`src/rtl/bcd_display_scanner.sv`:
```
// Double-buffered, time-multiplexed driver for a 5-digit common-anode 7-segment display.
// Pending digits are promoted to the shown buffer only at frame boundaries.
module bcd_display_scanner #(
    parameter int REFRESH_DIV = 100000,
    parameter int GUARD       = 16,
    parameter int DP_POS      = 1,
    parameter int BLANK_LZ    = 1
) (
    input  logic       clk,
    input  logic       rst,
    input  logic       load,
    input  logic [3:0] first,
    input  logic [3:0] second,
    input  logic [3:0] third,
    input  logic [3:0] fourth,
    input  logic [3:0] fifth,
    output logic [4:0] an,
    output logic [6:0] seg,
    output logic       dp,
    output logic       frame_done
);

    localparam int CW = (REFRESH_DIV > 1) ? $clog2(REFRESH_DIV) : 1;
    localparam logic [CW-1:0] CNT_LAST = CW'(REFRESH_DIV - 1);
    localparam logic [CW-1:0] CNT_GUARD = CW'(GUARD);
    localparam logic [2:0] IDX_LAST = 3'd4;
    localparam logic [2:0] IDX_DP = 3'(DP_POS);

    logic [CW-1:0] cnt_q, cnt_d;
    logic [2:0]    idx_q, idx_d;
    logic [19:0]   pending_q, pending_d;
    logic          pending_valid_q, pending_valid_d;
    logic [19:0]   shown_q, shown_d;
    logic [4:0]    an_q, an_d;
    logic [6:0]    seg_q, seg_d;
    logic          dp_q, dp_d;
    logic          frame_done_q, frame_done_d;

    logic          slot_end;
    logic          frame_end;
    logic [3:0]    digits [5];
    logic [4:0]    lz_run;
    logic [3:0]    cur_digit;
    logic          cur_lz;
    logic          blank_cur;

    function automatic logic [6:0] decode(input logic [3:0] d);
        logic [6:0] s;
        case (d)
            4'd0:    s = 7'h40;
            4'd1:    s = 7'h79;
            4'd2:    s = 7'h24;
            4'd3:    s = 7'h30;
            4'd4:    s = 7'h19;
            4'd5:    s = 7'h12;
            4'd6:    s = 7'h02;
            4'd7:    s = 7'h78;
            4'd8:    s = 7'h00;
            4'd9:    s = 7'h10;
            default: s = 7'h3F;
        endcase
        return s;
    endfunction

    assign slot_end  = (cnt_q == CNT_LAST);
    assign frame_end = slot_end && (idx_q == IDX_LAST);

    // Scan counters
    always_comb begin
        cnt_d = cnt_q + CW'(1);
        idx_d = idx_q;
        if (slot_end) begin
            cnt_d = '0;
            idx_d = (idx_q == IDX_LAST) ? 3'd0 : idx_q + 3'd1;
        end
    end

    // Buffers: a load coinciding with the boundary lands in pending and stays valid,
    // because the load assignment overrides the boundary's clear.
    always_comb begin
        pending_d       = pending_q;
        pending_valid_d = pending_valid_q;
        shown_d         = shown_q;
        frame_done_d    = frame_end;
        if (frame_end && pending_valid_q) begin
            shown_d         = pending_q;
            pending_valid_d = 1'b0;
        end
        if (load) begin
            pending_d       = {first, second, third, fourth, fifth};
            pending_valid_d = 1'b1;
        end
    end

    // Digit selection and leading-zero run over the shown buffer
    always_comb begin
        logic run;
        run       = 1'b1;
        lz_run    = '0;
        cur_digit = '0;
        cur_lz    = 1'b0;
        for (int unsigned i = 0; i < 5; i++) begin
            digits[i] = shown_q[19 - 4*i -: 4];
            run       = run && (digits[i] == 4'd0);
            lz_run[i] = run;
        end
        for (int unsigned i = 0; i < 5; i++) begin
            if (idx_q == 3'(i)) begin
                cur_digit = digits[i];
                cur_lz    = lz_run[i];
            end
        end
        blank_cur = (BLANK_LZ != 0) && (idx_q < IDX_DP) && cur_lz;
    end

    // Registered display outputs, one cycle behind cnt/idx
    always_comb begin
        an_d  = 5'b11111;
        seg_d = 7'h7F;
        dp_d  = 1'b1;
        if (cnt_q >= CNT_GUARD) begin
            an_d  = ~(5'b10000 >> idx_q);
            seg_d = blank_cur ? 7'h7F : decode(cur_digit);
            dp_d  = ~(idx_q == IDX_DP);
        end
    end

    always_ff @(posedge clk or posedge rst) begin
        if (rst) begin
            cnt_q           <= '0;
            idx_q           <= '0;
            pending_q       <= '0;
            pending_valid_q <= 1'b0;
            shown_q         <= '0;
            an_q            <= 5'b11111;
            seg_q           <= 7'h7F;
            dp_q            <= 1'b1;
            frame_done_q    <= 1'b0;
        end else begin
            cnt_q           <= cnt_d;
            idx_q           <= idx_d;
            pending_q       <= pending_d;
            pending_valid_q <= pending_valid_d;
            shown_q         <= shown_d;
            an_q            <= an_d;
            seg_q           <= seg_d;
            dp_q            <= dp_d;
            frame_done_q    <= frame_done_d;
        end
    end

    assign an         = an_q;
    assign seg        = seg_q;
    assign dp         = dp_q;
    assign frame_done = frame_done_q;

endmodule

```
`config.mk`:
```
export PLATFORM = sky130hd
export DESIGN_NAME = bcd_display_scanner
export DESIGN_NICKNAME = d
export VERILOG_FILES = /design/src/rtl/bcd_display_scanner.sv
export SDC_FILE = /design/constraint.sdc
export NUM_CORES = 1
export LEC_CHECK = 0
export ABC_CLOCK_PERIOD_IN_PS = 2770
export CAP_MARGIN = 15
export CORE_UTILIZATION = 56
export CTS_CLUSTER_SIZE = 25
export DETAILED_ROUTE_END_ITERATION = 8
export PLACE_DENSITY_LB_ADDON = 0.05
export SLEW_MARGIN = 5
export SYNTH_ARGS = -nofsm -noshare
export SYNTH_HDL_FRONTEND = slang
export SYNTH_SLANG_ARGS = --single-unit
```
`constraint.sdc`:
```
create_clock -name clk -period 2.77 [get_ports clk]
set_input_delay 0.554 -clock clk [delete_from_list [all_inputs] [get_ports clk]]
set_output_delay 0.554 -clock clk [all_outputs]
set_load 0.005 [all_outputs]
```
# == Word level (Yosys, flattened, before mapping) ==
# Memories as Yosys holds them, arrays and structs flattened.
# Index checks and enable logic that the tools add are counted.
# Widths: inputs -> output; s select.
# op_classes
n_lt_le_gt_ge,2
muxes,18
shift,1
n_eq_ne,5
bitwise_logic,2
n_addsub,2
reduce_logical,14
# ops
op,n
$logic_not 4->1,5
$mux 4,5
$add 17x1->17 const B,1
$eq 17x17->1 const B,1
$ge 17x5->1 const B,1
$mux 17,1
$mux 7,2
$mux 1,8
$logic_and 1x1->1,7
$eq 3x2->1 const B,2
$mux 5,1
$not 5->5,1
$shr 5x3->5 const A,1
$add 3x1->3 const B,1
$eq 3x1->1 const B,1
$eq 3x3->1 const B,1
$logic_not 3->1,1
$lt 3x1->1 const B,1
$mux 3,1
$reduce_bool 2->1,1
$not 1->1,1
# totals
in_bits,23
mem_bits_ro,112
n_memories,1
word_cells,54
reg_bits,75
# memory_table
name,words,word_bits,rd,rd_clocked_by_memory_dff,wr,line_no,rtl
(no name shown),16,7,1,0,0,49,case (d)

# == Longest topological paths before layout ==
# Gate-level depths: netlist of the first run.
# depth
ltp_word,9
depth_mapped,10
ltp_nobuf,9

# == Least setup slack after synthesis of the first run ==
# Ideal clock, no wire load.
# synth_timing
path_type,flip-flop to flip-flop
from,register idx_q[0]
to,"register seg_q[6], in the netlist seg[6]"
path_slack_ns,0.628
t_arrival_ns,2.060
synth_period_minus_slack_ns,2.142
path_buffers,0
required_ns,2.689
stages_incl_launch_ff,10
setup_time_ns,0.081
cell_sequence,dfrtp_1 -> ha_1 -> ha_1 -> or2_2 -> a221oi_1 -> a311oi_1 -> inv_1 -> ha_1 -> or3b_1 -> o211ai_1
# synth_via
elab_chain_len,9
word_cells_on_any_way,20
classes_between,order compare (1); eq/ne (4); mux (12); reduce/logical (2); memory (1)
# synth_rtl
item,line_no,rtl
from (decl),30,"logic [2:0] idx_q, idx_d;"
from (signal assigned),141,idx_q <= idx_d;
$logic_not 3->1,108,if (idx_q == 3'(i)) begin
$mux 4 / $mux 1 (equally long branches) (5 in series),108,
$mem_v2 16x7 / $logic_and 1x1->1 (equally long branches),-,
$mux 7 *,123,seg_d = blank_cur ? 7'h7F : decode(cur_digit);
$mux 7 *,121,if (cnt_q >= CNT_GUARD) begin
via seg_d[6],35,"logic [6:0] seg_q, seg_d;"
to (signal assigned),146,seg_q <= seg_d;
to (decl),35,
# The timed path passes the listed nets; every way through them passes the cells marked *.
# A chain may end at the register's enable or synchronous reset.

# == Final worst setup path of the first run ==
# layout_timing
from,register idx_q[0]
to,"register seg_q[1], in the netlist seg[1]"
# Same word-level chain as after synthesis.

==> flow_summary.yaml, run 1 <==
status:
  outcome: "complete, no violations"
grt:
  use_met2_pct: 32.5
  grt_busiest_layer: "met2"
  met3_usage_pct: 5.39
  track_usage_pct: 22.3
  grt_max_degree: 25
  grt_pass1_wl_um: 10500
  grt_pass1_vias: 2079
  grt_overflow: 0
  antenna_found_initial: 0
  grt_util_met1_pct: 32.4
logic_synthesis:
  synth_top_cell_area_share_pct: 44.4
  yosys_warnings: 0
  synth_fp_nets: 310
  synth.distinct_cells: 56
  synth_top_cell_by_area: "dfrtp_1"
  synthArstFlopShare_pct: 100
  avgSynthCellArea_um2: 12.5
  syn-cell-area_um2: 3490
  synthTopCellsByArea: "dfrtp_1 44%, dfstp_2 9.0%, mux2_4 8.6%"
  synthCells: 279
  ys_ff_latch: 74
  synthFlopType: "dfrtp_1"
  synth_seq_area_share_pct: 53.4
  synth_edf_count: 0
place:
  dp_hpwl_um: 4730
  dp.cells: 385
  place.port_buffers: 36
  place_congestion: 0.903
timing:
  finalSetupViolCount: 0
  slew_viol_final: 0
  hold-worst-slack_ns: 0.499
  hold_viol_final: 0
  fmax_mhz: 397
  rsz0062_at_grt: "false"
  final.setup.tns_ns: 0
  skew_ns: 0.00787
  post-route-min-period_ns: 2.52
  worst_slew_pin_slew_ns: 0.723
  finalCritPeriodShare_pct: 90.9
  slew_headroom_pct: 51.2
detailed_routing:
  first_iter_violations: 84
  via_count: 2208
  drc: 0
  routed_wl_um: 6270
  vias_per_cell: 5.52
  detail-route-antenna-nets: 0
  routedWlPerCell_um: 15.7
  dr.pass1.iters: 4
clock_tree:
  cts_max_level: 3
  cts_root_buf: "clkbuf_8"
  cts_buffer_depth: 2
  cts_hold_buf: 0
  post_cts.repair.setup_buffers: 0
  cts-resized-gates: 0
  cts_made_buffers: 9
  clk_pin_slew_ns: 0.07
  clock-sinks: 74
  clock_latency_ns: 0.33
  cts_tree: "done"
setup_path:
  r2r.worst_path.cells: 8
  crit_path_start: "idx_q[0]"
  critPathMaxFanout: 10
  end_kind: "flip-flop"
  path_class: "flip-flop to flip-flop"
  r2r_slack_ns: 0.25
  r2r-end: "seg[1]"
  crit_arrival_ns: 2.77
  r2r-start: "idx_q[0]"
  critPathCapture: "seg[1]"
  cp.required_ns: 3.02
  cp-start-kind: "flip-flop"
power:
  internal_power_mw: 1.51
  power.leakage_nw: 1.92
  ir_worst_vdd_uv: 342
  switching_share_pct: 22.0
  p_comb_share_pct: 4.8
  pwr-share-seq_pct: 58.2
  p_clk_share_pct: 37.0
  powerDensity_nw_per_um2: 474
  power_switching_uw: 427
floorplanning:
  start_util_pct: 58.7
  row_count: 28
  io_pins: 37
  die_h_um: 81.0
  die_area_um2: 6560
  core_um2: 5960
  die_w_um: 81.0
job:
  drv_cap: 0
finish:
  syn_to_final_growth_pct: 16.9
  regArea_um2: 1870
  fin_cells: 400
  n_fill_cell: 475
  multi_input_area_um2: 1490
  layout-drive-gt1-share_pct: 26.5
  antenna_cells: 0
  nets: 352
min_path:
  min_from: "cnt_q[14]"
  hold_class: "flip-flop to flip-flop"
## routing by layer
| layer | share of wire (%) | up-vias |
|---|---|---|
| met5 | 0 | - |
| met4 | 1.3 | 0 |
| met3 | 3.9 | 6 |
| met2 | 45 | 57 |
| met1 | 50 | 1063 |
| li1 | - | 1082 |
## logic make-up (layout without fill, tap and decap cells)
family          count (synthesis)  count (layout)  share of synthesized area (%)
xor+xnor                       14              14                           3.51
compound gates                 36              36                           7.77
buf+inv                        26              72                           4.01
fa+ha+maj                       8               8                           2.87
flops                          74              74                           53.4
mux                            41              41                           15.3
simple gates                   80              80                           13.1
## worst min-delay path by stage
stage	endpoint	slack, ns	depth (start not counted)
after floorplan	cnt_q[14]	0.46	1
after global placement	digits[14]	0.48	1
after detailed placement	cnt_q[14]	0.49	1
after CTS	cnt_q[0]	0.50	1
after global routing	cnt_q[8]	0.51	1
final	cnt_q[14]	0.50	1
## Yosys cell counts (2+ instances only)
library cell   n
a211oi_1       2
nor4b_1        2
clkbuf_1       3
inv_1         13
and3_1         7
xnor2_1        8
mux2_4        20
nor4_1         4
o41ai_1        2
dfrtp_1       62
nand3_1        8
xor2_1         6
a22oi_1        2
dfstp_2       12
a21oi_1        5
mux2_2        20
o211ai_1       3
nand2_1       12
a21o_1         2
o21ai_0        6
nand2_2        2
ha_1           8
buf_2          5
buf_6          3
nand4_1        4
nor3_1         6
nor2b_1        3
nor2_1        17
o21ai_1        2
nand3b_1       3
or4_1          2
## critical path, cell delays in order (launching register included)
cell and delay [ns]:
dfrtp_1 0.42, inv_1 0.12, ha_1 0.36, nand2_2 0.17, a311oi_1 0.65, inv_1 0.15
ha_1 0.33, nor2_1 0.04, o21ai_0 0.19
## final cells by class
class | instances | share of cell area [%]
Inverter | 13 | 1.19
Clock buffer | 10 | 3.37
Sequential cell | 74 | 45.7
Multi-Input combinational cell | 179 | 36.4
Timing Repair Buffer | 44 | 10.3
Tap cell | 75 | 2.30
Clock inverter | 5 | 0.766
## placed cells by master (no fill, tap or decap), drive strengths merged, types with 3 or more instances in the layout
cell type      instances
dfrtp                 62
nand3b                 3
a211oi                 3
buf                    8
nor2b                  3
o21ai                  8
xor2                   6
and3                   7
clkinv                 4
nor3                   7
nand3                  8
xnor2                  8
o211ai                 3
ha                     8
clkdlybuf4s50         36
clkbuf                10
nor2                  17
mux2                  40
inv                   13
nand2                 15
a21oi                  5
nand4                  4
nor4                   5
dfstp                 12
## registers in the layout (all words and copies together), names as in the netlist, 3 cells and up
signal     flops
idx_q          3
an             4
seg            7
digits        20
cnt_q         17
pending_q     20
## per-stage QoR
stage          cell area [um2]  power, mW  worst slack (ns)  utilization [%]
5_1_grt                   4090       2.02           0.00333             68.6
4_1_cts                   4090       1.97             0.269             68.6
6_report                  4090       1.93             0.253             68.6
3_3_place_gp              3920       1.24             0.387             65.8
2_1_floorplan             3490       1.19             0.354                -
3_5_place_dp              3920       1.24             0.292             65.8
## power groups by stage
stage               Combinational [mW]  Clock (mW)  Sequential, mW
global placement                0.0932           0            1.14
global route                     0.105       0.787            1.13
CTS                             0.0966       0.744            1.13
detailed placement              0.0963           0            1.15
floorplan                       0.0516           0            1.14
finish                          0.0933       0.716            1.13
(Power assumes the default switching activity.)
==> run 2, diff against run 1 <==
CORE_UTILIZATION = 55   (was 56)
==> flow_summary.yaml, run 2 (synthesized netlist as in run 1, its figures left out) <==
status:
  outcome: "complete, no violations"
power:
  p_comb_share_pct: 4.2
  ir_worst_vdd_uv: 351
  switching_share_pct: 18.6
  power.leakage_nw: 1.95
  internal_power_mw: 1.81
  p_clk_share_pct: 45.3
  power_switching_uw: 415
  pwr-share-seq_pct: 50.5
  powerDensity_nw_per_um2: 536
grt:
  track_usage_pct: 21.0
  grt_max_degree: 75
  grt_pass1_vias: 2158
  antenna_found_initial: 0
  grt_overflow: 0
  grt_pass1_wl_um: 10300
place:
  place.port_buffers: 36
  place_congestion: 0.908
  dp_hpwl_um: 4300
setup_path:
  slowest_stage: "a311oi_1"
  cp.required_ns: 3.03
  cp-start-kind: "flip-flop"
  path_class: "flip-flop to flip-flop"
  r2r_slack_ns: 0.31
  critPathMaxFanout: 10
  end_kind: "flip-flop"
  r2r.worst_path.cells: 8
  crit_chain: "inv_1, ha_1, nand2_2, a311oi_1, inv_1, ha_1, nor2_1, o21ai_0"
  crit_arrival_ns: 2.72
  critical_path.max_stage_delay_ns: 0.64
detailed_routing:
  routedWlPerCell_um: 15.2
  dr.pass1.iters: 6
  vias_per_cell: 5.67
  routed_wl_um: 6070
  drc: 0
  first_iter_violations: 141
  via_count: 2255
  detail-route-antenna-nets: 0
floorplanning:
  row_count: 28
  die_h_um: 81.7
  core_um2: 6030
  die_area_um2: 6670
  die_w_um: 81.7
  io_pins: 37
  start_util_pct: 58.0
timing:
  hold-worst-slack_ns: 0.500
  hold_viol_final: 0
  fmax_mhz: 406
  worst_slew_pin_slew_ns: 0.668
  post-route-min-period_ns: 2.46
  finalSetupViolCount: 0
  rsz0062_at_grt: "false"
  skew_ns: 0.0112
  final.setup.tns_ns: 0
  slew_viol_final: 0
  slew_headroom_pct: 55.1
  finalCritPeriodShare_pct: 88.8
min_path:
  hold_depth: 1
  hold_class: "flip-flop to flip-flop"
clock_tree:
  cts_max_level: 3
  clock_latency_ns: 0.33
  cts-resized-gates: 0
  cts_buffer_depth: 2
  clk_pin_slew_ns: 0.07
  post_cts.repair.setup_buffers: 0
  cts_root_buf: "clkbuf_8"
  clock-sinks: 74
  cts_made_buffers: 9
  cts_hold_buf: 0
  cts_tree: "done"
finish:
  layout-drive-gt1-share_pct: 26.0
  final_cell_mix: "62 x dfrtp_1, 36 x clkdlybuf4s50_1, 20 x mux2_4, 20 x mux2_2, 17 x nor2_1"
  syn_to_final_growth_pct: 19.0
  antenna_cells: 0
  nets: 349
  mostFrequentLayoutCell: "dfrtp_1"
job:
  drv_cap: 0
-- run 2: area by class of cell --
class	instances	area, um2
Fill cell	466	1870
Sequential cell	74	1870
Inverter	13	48.8
Tap cell	75	93.8
Clock buffer	11	151
Clock inverter	5	100
Timing Repair Buffer	41	410
Multi-Input combinational cell	179	1490
-- run 2: critical path, delay by kind of cell (launching register included) --
kind	cells	cell delay, ns
AO/OA/AOI/OAI	2	0.79
adder cells (fa/ha/maj)	2	0.68
buffers and inverters	2	0.26
flip-flops	1	0.42
AND/OR/NAND/NOR	2	0.23
-- run 2: power by group through the flow --
stage	Sequential, mW	Clock [mW]	Combinational, mW
after global placement	1.14	0	0.0933
after floorplan	1.14	0	0.0516
after detailed placement	1.15	0	0.0958
final	1.13	1.01	0.0929
after CTS	1.13	1.03	0.0958
after global routing	1.13	1.07	0.105
-- run 2: path summary, 6_finish.rpt --
path	endpoint	from
max in group asynchronous	an[4]	rst
hold / removal	cnt_q[14]	cnt_q[14]
min in group asynchronous	pending_q[14]	rst
hold reg to reg	cnt_q[14]	cnt_q[14]
setup reg to reg	seg[1]	idx_q[0]
setup / recovery	seg[1]	idx_q[0]
-- run 2: through the flow --
stage          utilization [%]  cell area, um2  std cells  setup WS (ns)  total power [mW]
3_3_place_gp              64.8            3910        382          0.385              1.24
3_5_place_dp              64.8            3910        382          0.386              1.24
2_1_floorplan                -            3490        279          0.354              1.19
5_1_grt                   69.0            4160        398         0.0664              2.31
4_1_cts                   69.0            4160        398          0.336              2.25
6_report                  69.0            4160        398          0.309              2.23
-- run 2: per-layer routing --
layer  GRT usage (%)  share of wire, %  vias up
met5               0                 0        -
met4            10.4               2.3        0
met3            4.67               4.2       14
met2            32.8                47       70
met1            27.8                46     1107
li1                -                 -     1064
